[src/rtl/lsr_pkg.sv]
`default_nettype none
// ============================================================================
// lsr_pkg : sample type and feeder state encoding shared by feeder and fitter
// Rev 1.0
// ============================================================================
package lsr_pkg;

   localparam int SAMPLE_W = 16;

   typedef logic signed [SAMPLE_W-1:0] sample_t;

   typedef enum logic [1:0] {
      FILL    = 2'd0,
      COLLECT = 2'd1,
      LAUNCH  = 2'd2,
      BUSY    = 2'd3
   } feeder_state_e;

endpackage
`default_nettype wire

[src/rtl/lsr_window_sreg.sv]
`default_nettype none
// ============================================================================
// lsr_window_sreg : DATA_SIZE-deep sample shift register, slot 0 = oldest
// Rev 1.0
// ============================================================================
module lsr_window_sreg
   import lsr_pkg::*;
#(
   parameter int DATA_SIZE = 7
)
(
   input  logic                            clk,
   input  logic                            rst_n,
   input  logic                            shift_en,
   input  sample_t                         din,
   output logic [DATA_SIZE*SAMPLE_W-1:0]   win_flat
);

   sample_t slot_q [DATA_SIZE];
   sample_t slot_d [DATA_SIZE];

   always_comb begin
      for (int j = 0; j < DATA_SIZE; j++) begin
         slot_d[j] = slot_q[j];
      end
      if (shift_en) begin
         for (int j = 0; j < DATA_SIZE - 1; j++) begin
            slot_d[j] = slot_q[j+1];
         end
         slot_d[DATA_SIZE-1] = din;
      end
   end

   always_ff @(posedge clk or negedge rst_n) begin
      if (!rst_n) begin
         for (int j = 0; j < DATA_SIZE; j++) begin
            slot_q[j] <= '0;
         end
      end else begin
         for (int j = 0; j < DATA_SIZE; j++) begin
            slot_q[j] <= slot_d[j];
         end
      end
   end

   generate
      for (genvar j = 0; j < DATA_SIZE; j++) begin : g_slot
         assign win_flat[SAMPLE_W*j +: SAMPLE_W] = slot_q[j];
      end
   endgenerate

endmodule
`default_nettype wire

[src/rtl/lsr_window_feeder.sv]
`default_nettype none
// ============================================================================
// lsr_window_feeder : streams samples into a sliding window and launches the
//                     LSR fitter once per window; holds the window while busy
// Rev 1.0
// ============================================================================
module lsr_window_feeder
   import lsr_pkg::*;
#(
   parameter int DATA_SIZE = 7,
   parameter int SHIFT_W   = 16
)
(
   input  logic                            clk,
   input  logic                            rst_n,
   input  logic signed [SAMPLE_W-1:0]      in_data,
   input  logic                            in_valid,
   output logic                            in_ready,
   input  logic [SHIFT_W-1:0]              shift,
   input  logic                            flush,
   output logic [DATA_SIZE*SAMPLE_W-1:0]   win_data,
   output logic                            win_start,
   input  logic                            win_done,
   output logic                            busy,
   output logic [15:0]                     win_count
);

   localparam int                 FILL_W    = $clog2(DATA_SIZE + 1);
   localparam logic [FILL_W-1:0]  FILL_FULL = FILL_W'(DATA_SIZE);
   localparam logic [SHIFT_W-1:0] SHIFT_MAX = SHIFT_W'(DATA_SIZE);

   feeder_state_e       state_q,     state_d;
   logic [FILL_W-1:0]   fill_cnt_q,  fill_cnt_d;
   logic [SHIFT_W-1:0]  new_cnt_q,   new_cnt_d;
   logic [SHIFT_W-1:0]  shift_l_q,   shift_l_d;
   logic [15:0]         win_count_q, win_count_d;
   logic                in_ready_q,  in_ready_d;
   logic                win_start_q, win_start_d;
   logic                busy_q,      busy_d;
   logic                xfer;
   logic                shift_en;

   assign xfer = in_valid & in_ready_q;

   always_comb begin
      state_d     = state_q;
      fill_cnt_d  = fill_cnt_q;
      new_cnt_d   = new_cnt_q;
      shift_l_d   = shift_l_q;
      win_count_d = win_count_q;
      shift_en    = 1'b0;

      if (flush) begin
         // A sample arriving with flush is dropped along with the window.
         state_d    = FILL;
         fill_cnt_d = '0;
         new_cnt_d  = '0;
      end else begin
         case (state_q)
            FILL: begin
               if (xfer) begin
                  shift_en   = 1'b1;
                  fill_cnt_d = fill_cnt_q + 1'b1;
                  if (fill_cnt_d == FILL_FULL) state_d = LAUNCH;
               end
            end
            COLLECT: begin
               if (xfer) begin
                  shift_en  = 1'b1;
                  new_cnt_d = new_cnt_q + 1'b1;
                  if (new_cnt_d == shift_l_q) state_d = LAUNCH;
               end
            end
            LAUNCH: begin
               // Clamp keeps every accepted sample inside at least one window.
               if (shift == '0)             shift_l_d = SHIFT_W'(1);
               else if (shift > SHIFT_MAX)  shift_l_d = SHIFT_MAX;
               else                         shift_l_d = shift;
               win_count_d = win_count_q + 16'd1;
               new_cnt_d   = '0;
               fill_cnt_d  = '0;
               state_d     = BUSY;
            end
            BUSY: begin
               if (win_done) state_d = COLLECT;
            end
            default: state_d = FILL;
         endcase
      end

      in_ready_d  = (state_d == FILL) || (state_d == COLLECT);
      win_start_d = (state_d == LAUNCH);
      busy_d      = (state_d == BUSY);
   end

   always_ff @(posedge clk or negedge rst_n) begin
      if (!rst_n) begin
         state_q     <= FILL;
         fill_cnt_q  <= '0;
         new_cnt_q   <= '0;
         shift_l_q   <= SHIFT_W'(1);
         win_count_q <= '0;
         in_ready_q  <= 1'b0;
         win_start_q <= 1'b0;
         busy_q      <= 1'b0;
      end else begin
         state_q     <= state_d;
         fill_cnt_q  <= fill_cnt_d;
         new_cnt_q   <= new_cnt_d;
         shift_l_q   <= shift_l_d;
         win_count_q <= win_count_d;
         in_ready_q  <= in_ready_d;
         win_start_q <= win_start_d;
         busy_q      <= busy_d;
      end
   end

   lsr_window_sreg #(
      .DATA_SIZE (DATA_SIZE)
   ) u_sreg (
      .clk      (clk),
      .rst_n    (rst_n),
      .shift_en (shift_en),
      .din      (in_data),
      .win_flat (win_data)
   );

   assign in_ready  = in_ready_q;
   assign win_start = win_start_q;
   assign busy      = busy_q;
   assign win_count = win_count_q;

endmodule
`default_nettype wire

[config.mk]
export PLATFORM = sky130hd
export DESIGN_NAME = lsr_window_feeder
export DESIGN_NICKNAME = d
export VERILOG_FILES = /design/src/rtl/lsr_pkg.sv /design/src/rtl/lsr_window_sreg.sv /design/src/rtl/lsr_window_feeder.sv
export SDC_FILE = /design/constraint.sdc
export NUM_CORES = 1
export LEC_CHECK = 0
export CAP_MARGIN = 20
export CORE_AREA = 8 8 165 105
export CTS_CLUSTER_DIAMETER = 80
export CTS_CLUSTER_SIZE = 8
export DETAILED_ROUTE_END_ITERATION = 6
export DIE_AREA = 0 0 173 113
export DONT_BUFFER_PORTS = 1
export PLACE_DENSITY = 0.76
export SYNTH_ARGS = -nofsm -noshare
export SYNTH_HDL_FRONTEND = slang
export SYNTH_SLANG_ARGS = --single-unit
[constraint.sdc]
create_clock -name clk -period 5.16 [get_ports clk]
set_clock_uncertainty 0.15 [all_clocks]
set_input_delay 0 -clock clk [delete_from_list [all_inputs] [get_ports clk]]
set_output_delay 0 -clock clk [all_outputs]
set_load 0.1 [all_outputs]
==> metrics.yaml <==
outcome:
  status: "completed"
final_layout:
  area_delta_synth_final_pct: 14.4
  nets: 606
  final_area_sq_um: 8270
  final_layout_size_suffix_gt1_frac: 0.284
  fin_cells: 781
  fillerInstances: 1219
  num_antenna_cells: 0
sta:
  worst_pin_slew_ns: 1.04
  drv_slew: 0
  finalHoldViolCount: 0
  period_share: 0.619
  finalCriticalPeriod_ns: 3.19
  slew_headroom: 0.306
  setup_violations: 0
  tns_ns: 0
  fin_ws_ns: 1.97
  rsz0062_at_grt: "false"
  fmax_ghz: 0.313
synth:
  yosys_warnings: 0
  synth_common_cells: "dfrtp_1, mux2_2, nand2_1, o21ai_0, xnor2_1"
  ys_seq_area_frac: 0.582
  synth_area_per_cell_sq_um: 13.4
  synth.area.top_cells: "dfrtp_1, mux2_2, xnor2_1"
  yosys.area.top_type_share: 0.578
  synth_seq_cells: 168
  syn_area_sq_um: 7220
  yosysMostFrequentCell: "dfrtp_1"
  async_reset_ff_frac: 1.00
  synth_edf_count: 0
  syn_inst: 541
  syn_nets: 582
  synth_top_area_cell: "dfrtp_1"
  synthFlopType: "dfrtp_1"
  yosysUniqueCellTypes: 60
clock_network:
  clkSinkCount: 168
  cts_tree: "done"
  clkTransAtPathRegs_ns: 0.07
  cts-root-buf: "clkbuf_16"
  clock_latency_ns: 0.41
  cts_made_buffers: 17
  post-cts-setup-buffer-count: 0
  htree_levels: 4
  cts.path.max_buffers: 2
global_routing:
  antenna_found_initial: 0
  first_global_vias: 4664
  track_usage: 0.168
  grt_max_degree: 169
  grt-ovfl-total: 0
  grt_pass1_wl_um: 26600
worst_setup_path:
  reg2reg_to: "new_cnt_q[6]$_DFFE_PN0P_"
  worstPathRequired_ns: 5.34
  startpoint_type: "flop"
  worstSetupStartpoint: "in_ready$_DFF_PN0_"
  rr_worst_depth: 7
  crit_path_end_kind: "flop"
  cp_data_arrival_time_ns: 3.37
  worst-path-max-fanout: 113
  critPathKind: "flop to flop"
  rrSetupSlack_ns: 1.97
  r2r-start: "in_ready$_DFF_PN0_"
  endpoint: "new_cnt_q[6]$_DFFE_PN0P_"
worst_hold_path:
  holdCritPathClass: "input pin to flop"
  holdCritStartpoint: "flush"
place:
  place_area_sq_um: 7390
  gp_congestion: 0.864
  hpwl_um: 11200
  dpl_worst_slack_ns: 1.99
  io_buffers: 0
  dpl.cell_count: 722
routing:
  ant_nets: 0
  drt_iter0_markers: 295
  wl_per_cell_um: 20.9
  viasPerCell: 5.70
  drtPass1Iterations: 4
  drt_wl_total_um: 16300
  drc_errors: 0
  num_vias: 4451
floorplanning:
  coreArea_sq_um: 14900
  row_count: 35
  dieArea_sq_um: 19500
  ios: 168
  fp.dieH_um: 113
  die_x_um: 173
  start_util: 0.485
job:
  maxCapViolations: 0
-- placed cells by master, fill, tap and decap left out, types with 2 or more instances in the layout --
cell type and n:
nand4_4 2, xnor2_1 24, o2111ai_1 3, o41ai_1 2, a21o_1 2, clkinv_4 5, nand4_1 9, and3_1 3
ha_1 4, a211oi_1 2, inv_1 6, clkbuf_16 17, nand3_1 8, o31ai_1 4, xor2_1 17, nor2b_1 17
clkinv_8 2, o211ai_1 2, nand2_1 29, inv_8 6, nor3_1 6, o22a_1 2, nor4_2 2, mux2_2 113
nor4_4 2, and4b_1 2, dfrtp_1 167, buf_4 2, o21ai_0 25, and4_1 3, a21oi_1 5, nor2_1 15
and2_1 3, nor3b_1 3, dlygate4sd3_1 26, or3_1 3, o21ai_1 2, nor4_1 5
-- routing by layer --
layer	routed length, um	global-route usage
met5	0	0
met4	263	0.0606
met3	1320	0.0599
met2	7740	0.268
met1	7000	0.208
-- cell families after synthesis --
logic type	synth area share
AND/OR/NAND/NOR	0.107
buffers and inverters	0.0230
flip-flops	0.582
multiplexers	0.178
AO/OA/AOI/OAI	0.0537
XOR/XNOR	0.0497
adder cells (fa/ha/maj)	0.00693
-- worst min path at each step --
stage / to / slack, ns / cells after the start
final: u_sreg.win_flat[67]$_DFFE_PN0P_ / 0.06 / 3
after detailed placement: fill_cnt_q[2]$_DFFE_PN0P_ / -0.44 / 0
after floorplan: busy$_DFF_PN0_ / -0.45 / 0
after global routing: u_sreg.win_flat[67]$_DFFE_PN0P_ / 0.08 / 3
after global placement: fill_cnt_q[2]$_DFFE_PN0P_ / -0.44 / 0
after CTS: u_sreg.win_flat[106]$_DFFE_PN0P_ / 0.07 / 3
-- registers in the layout, summed over array words and instances (netlist names) --
signal,count
busy,1
fill_cnt_q,3
in_ready,1
new_cnt_q,16
shift_l_q,16
state_q,2
u_sreg.win_flat,112
win_count,16
win_start,1
-- through the flow --
stage          utilization  hold slack (ns)
6_report             0.555           0.0601
5_1_grt              0.555           0.0811
4_1_cts              0.555           0.0665
3_5_place_dp         0.496           -0.435
3_3_place_gp         0.496           -0.435
2_1_floorplan            -           -0.446
-- worst max-delay path, cell delays in order, from the launching register on --
cell and delay, ns:
dfrtp_1 0.96, nand2_1 0.28, nor3_2 0.26, buf_12 0.46, nand2_1 0.48, o21ai_0 0.33, nand2_1 0.09, o21ai_0 0.09
-- what timing repair did --
action                    4_1_cts  5_1_grt
gates resized for setup         0        0
hold buffers                   27        0
hold endpoints to repair      228        0
-- area by class of cell --
cell class / instances / area [sq um] / area share
Inverter: 6 / 22.5 / 0.00272
Clock inverter: 14 / 153 / 0.0185
Tap cell: 203 / 254 / 0.0307
Clock buffer: 18 / 439 / 0.0531
Timing Repair Buffer: 30 / 323 / 0.0391
Sequential cell: 168 / 4210 / 0.509
Multi-Input combinational cell: 342 / 2870 / 0.347
Power is not shown: default switching activity piles up to over one toggle a cycle in this logic, so the estimate is an artifact.
